## src/rtl/present80_round_ctrl.sv

```systemverilog
// present80_round_ctrl
// Iterative PRESENT-80 encryption engine. One cipher round (addRoundKey,
// sLayer, pLayer) is applied per clock to a 64-bit state register while the
// 80-bit key schedule advances in lockstep. After ROUNDS rounds a final
// key-whitening step produces the ciphertext.
//
// Ports:
//   clk         system clock, rising edge
//   rst         asynchronous, active-high reset
//   start       encryption request, sampled only while busy is low
//   plaintext   64-bit block, captured on an accepted start
//   key         80-bit cipher key, captured on an accepted start
//   busy        high from the cycle after an accepted start until done
//   done        one-cycle pulse when ciphertext is updated
//   ciphertext  result register, holds until the next done
//
// Timing: a start accepted on edge T gives done/ciphertext after edge
// T+ROUNDS+1. The FSM is back in IDLE during the done cycle, so a new start
// can be accepted there, giving ROUNDS+2 cycles between blocks.

module present80_round_ctrl #(
  parameter int ROUNDS = 31
) (
  input  logic        clk,
  input  logic        rst,
  input  logic        start,
  input  logic [63:0] plaintext,
  input  logic [79:0] key,
  output logic        busy,
  output logic        done,
  output logic [63:0] ciphertext
);

  typedef enum logic [1:0] {
    IDLE,
    ROUND,
    FINAL
  } fsm_t;

  // Round counter value of the last full round.
  localparam logic [4:0] LAST_RC = 5'(ROUNDS);

  fsm_t        fsm_state;
  logic [63:0] state_reg;
  logic [79:0] key_reg;
  logic [4:0]  rc;

  // PRESENT 4-bit S-box, shared by the sLayer and the key schedule.
  function automatic logic [3:0] sbox(input logic [3:0] x);
    logic [3:0] y;
    case (x)
      4'h0: y = 4'hC;
      4'h1: y = 4'h5;
      4'h2: y = 4'h6;
      4'h3: y = 4'hB;
      4'h4: y = 4'h9;
      4'h5: y = 4'h0;
      4'h6: y = 4'hA;
      4'h7: y = 4'hD;
      4'h8: y = 4'h3;
      4'h9: y = 4'hE;
      4'hA: y = 4'hF;
      4'hB: y = 4'h8;
      4'hC: y = 4'h4;
      4'hD: y = 4'h7;
      4'hE: y = 4'h1;
      default: y = 4'h2;
    endcase
    return y;
  endfunction

  // Sixteen parallel S-boxes across the state.
  function automatic logic [63:0] s_layer(input logic [63:0] x);
    logic [63:0] y;
    y = '0;
    for (int i = 0; i < 16; i++) begin
      y[4*i +: 4] = sbox(x[4*i +: 4]);
    end
    return y;
  endfunction

  // Bit permutation: LSB-indexed bit j moves to 16*j mod 63, bit 63 fixed.
  // Pure wiring once the loop is unrolled.
  function automatic logic [63:0] p_layer(input logic [63:0] x);
    logic [63:0] y;
    y = '0;
    for (int j = 0; j < 63; j++) begin
      y[(16 * j) % 63] = x[j];
    end
    y[63] = x[63];
    return y;
  endfunction

  // Key schedule step: rotate left by 61, S-box the top nibble, then fold
  // the round counter into bits [19:15].
  function automatic logic [79:0] key_update(input logic [79:0] k,
                                             input logic [4:0]  round_cnt);
    logic [79:0] r;
    r          = {k[18:0], k[79:19]};
    r[79:76]   = sbox(r[79:76]);
    r[19:15]   = r[19:15] ^ round_cnt;
    return r;
  endfunction

  // Control FSM and datapath registers. The round key is always the top 64
  // bits of key_reg, so the final whitening key is whatever the schedule
  // holds after the last round update. done is cleared by default so it is
  // only ever a single-cycle pulse from FINAL.
  always_ff @(posedge clk or posedge rst) begin
    if (rst) begin
      fsm_state  <= IDLE;
      busy       <= 1'b0;
      done       <= 1'b0;
      ciphertext <= '0;
      state_reg  <= '0;
      key_reg    <= '0;
      rc         <= '0;
    end else begin
      done <= 1'b0;
      case (fsm_state)
        IDLE: begin
          if (start) begin
            state_reg <= plaintext;
            key_reg   <= key;
            rc        <= 5'd1;
            busy      <= 1'b1;
            fsm_state <= ROUND;
          end
        end
        ROUND: begin
          state_reg <= p_layer(s_layer(state_reg ^ key_reg[79:16]));
          key_reg   <= key_update(key_reg, rc);
          rc        <= rc + 5'd1;
          if (rc == LAST_RC) begin
            fsm_state <= FINAL;
          end
        end
        FINAL: begin
          ciphertext <= state_reg ^ key_reg[79:16];
          done       <= 1'b1;
          busy       <= 1'b0;
          fsm_state  <= IDLE;
        end
        default: begin
          fsm_state <= IDLE;
        end
      endcase
    end
  end

endmodule

```

## config.mk

```make
export PLATFORM = sky130hd
export DESIGN_NAME = present80_round_ctrl
export DESIGN_NICKNAME = d
export VERILOG_FILES = /design/src/rtl/present80_round_ctrl.sv
export SDC_FILE = /design/constraint.sdc
export NUM_CORES = 1
export LEC_CHECK = 0
export BUFFER_PORTS_ARGS = -buffer_cell sky130_fd_sc_hd__buf_2
export CAP_MARGIN = 20
export CELL_PAD_IN_SITES_DETAIL_PLACEMENT = 0
export CELL_PAD_IN_SITES_GLOBAL_PLACEMENT = 2
export CORE_MARGIN = 3
export CORE_UTILIZATION = 36
export DETAILED_ROUTE_END_ITERATION = 12
export PLACE_DENSITY = 0.85
export SYNTH_ARGS = -nofsm -noshare
export SYNTH_HDL_FRONTEND = slang
export SYNTH_SLANG_ARGS = --single-unit
export TNS_END_PERCENT = 30
```

## constraint.sdc

```tcl
create_clock -name clk -period 8 [get_ports clk]
set_clock_uncertainty 0.15 [all_clocks]
set_input_delay 0.8 -clock clk [delete_from_list [all_inputs] [get_ports clk]]
set_output_delay 0.8 -clock clk [all_outputs]
set_load 0.005 [all_outputs]
```

==> metrics.txt <==
Antenna Nets Post-Route=0; Clock Sink Count=217; Top Metal Used=met4; clk_lat worst skew=~0.53 ns; Crit path arrival time=3.22 ns; diode count=0; first-pass GRT wire length=68000 um; Crit Path Category=reg2reg; status=complete, no violations; post-synthesis adder-cell area fraction=~5.5%; RSZ-0062 raised after global routing=no; Worst VDD drop=0.203 mV; WP data required=a little over 8 ns; largest net degree at the start of global routing=100; largest family of logic cells by synthesized area=compound AO/OA/AOI/OAI gates; Placer Congestion=between 0.8 and 0.9; drt total wl=45600 um; Setup-failing EPs final=0; DRC Markers=0; number of global-route vias before repair=10538; Cells after Synth=1290; CTS resizes=0; TritonCTS Buffers=25; Synth-to-Final Area Change=17.6%; DRT iter0 DRCs=a little under 1000; EDFF count, synth=0; fmax=0.341 GHz; Power, Total=8.44 mW; layout cells sized above 1=22.0%; met3 wire len=approximately 2900 um; most common cell after layout, fill and taps aside=dfrtp_1; Compound-Gate Fraction of Synth Area=approximately 23%; initial antenna violation count=0; Final Hold Fails=0; Total Routing Usage GR=24.4%; grt total ovfl=0; Worst slew margin=23.9%; Worst Tran Pin Value=about 1.1 ns; Rows=67; flip-flop count of the largest register after layout=80; Starting Density=37.0%; detailed-route via count=11031; clk slew on worst S/H paths=0.06 ns; num ports=approximately 210; Synth Warn #=0; async set-reset flop share out of synthesis=100%; startpoint types=flop; Hold Buf Count CTS=0; Clock Path Buffers=3; total iterations of the first detailed-routing run=5; WL per Instance=23.7 um; XOR/XNOR share of the synthesized area=~7%; Synth Cell Area=around 0.013 mm2; CTS tree=built; DP Wirelength=about 33000 um; maxcap violations=0; final critical-path required period=2.94 ns; sequential area share after synthesis=43.4%; most frequent cells in the layout=dfrtp_1 (217), buf_2 (211), o22ai_1 (168), a21oi_1 (129), nand2_1 (124); Final #Nets=1658; H-tree depth=1; metal2 WL=20800 um; PwrDens=574 mW/mm2; die width=slightly below 200 um; clk root buf=clkbuf_16; Simple-Gate Fraction of Synth Area=7.45%; Pins Over Slew Limit=0; mux cell area share after synthesis=8.23%; Netlist cell types=47; Post-CTS Setup Bufs=0; die area=around 0.037 mm2; hold slack final=0.215 ns; WL met1=20700 um; fin crit share=36.7%; Post-synth top flop=dfrtp_1; #FFs+latches synth=between 200 and 250; Core ar.=0.0339 mm2; drt via density=about 5.7; Post-Syn Area per Cell=9.70 um2; die height=192 um; Buffers on Ports=about 210; Post-Syn Nets=around 1500; CP Capture Type=flop; worst hold path class=in2async; Fin Setup TNS=0 ns; leakage=6.59 nW; crit path max fanout=74
## area by class of cell
class	count	area (um2)
well taps	448	561
clock inverters	7	63.8
repair buffers	225	1160
inverters	91	349
multi-input cells	896	6420
fillers	3398	19100
flip-flops and latches	217	5430
clock buffers	37	731
## report_power, final
| group | internal [mW] | total [mW] | switching, mW |
|---|---|---|---|
| clock | 0.661 | 1.13 | 0.471 |
| sequential | 1.70 | 2.40 | 0.703 |
| combinational | 2.22 | 4.91 | 2.69 |
## routing by layer
metal / vias to the layer above / track usage (%)
met2: 412 / 38.5
met4: 0 / 6.33
li1: 5041 / -
met3: 50 / 2.31
met5: - / 0
met1: 5528 / 36.0
## worst paths after layout
kind / endpoint / startpoint / cells after the start / slack, ns
max: state_reg[54]$_DFFE_PP0P_ / fsm_state[0]$_DFFE_PP0P_ / 6 / 5.06
min: ciphertext[23]$_DFFE_PP0P_ / rst / 2 / 0.21
min reg2reg: ciphertext[30]$_DFFE_PP0P_ / ciphertext[30]$_DFFE_PP0P_ / 2 / 0.32
max in group asynchronous: rc[1]$_DFFE_PP0P_ / rst / 3 / 6.04
min in group clk: ciphertext[30]$_DFFE_PP0P_ / ciphertext[30]$_DFFE_PP0P_ / 2 / 0.32
max reg2reg: state_reg[54]$_DFFE_PP0P_ / fsm_state[0]$_DFFE_PP0P_ / 6 / 5.06
## worst max-delay path: stages (launching register included)
cell and delay (ns):
dfrtp_1 0.67, buf_4 0.45, nand2b_4 0.44, buf_4 0.54
a31oi_1 0.25, o21ai_0 0.11, o21ai_0 0.17
## cell families after synthesis
| logic type | after synthesis |
|---|---|
| buf+inv | 177 |
| simple gates | 219 |
| fa+ha+maj | 55 |
| flops | 217 |
| compound gates | 472 |
| mux | 62 |
| xor+xnor | 88 |
## synthesized netlist by cell type, drive strengths merged (17+ instances only)
library cell | count | area [um2]
ha | 55 | 688
a22oi | 17 | 128
mux4 | 32 | 728
o221ai | 20 | 175
nor2b | 32 | 200
nand2 | 125 | 469
o22ai | 168 | 1050
dfrtp | 217 | 5430
clkbuf | 58 | 218
a21oi | 130 | 654
xnor2 | 75 | 785
mux2i | 29 | 290
o21ai | 94 | 470
inv | 90 | 338
buf | 28 | 135
nor2 | 44 | 165
## metrics by stage
step	cell area [um2]	utilization, %	setup slack (ns)	std cells
finish	14700	43.5	5.06	1921
detailed placement	13900	41.1	4.95	1877
floorplan	12500	-	1.11	1290
global placement	13900	41.1	4.99	1877
global route	14700	43.5	4.88	1921
CTS	14700	43.5	5.09	1921
Power figures use the tool's default switching activity.
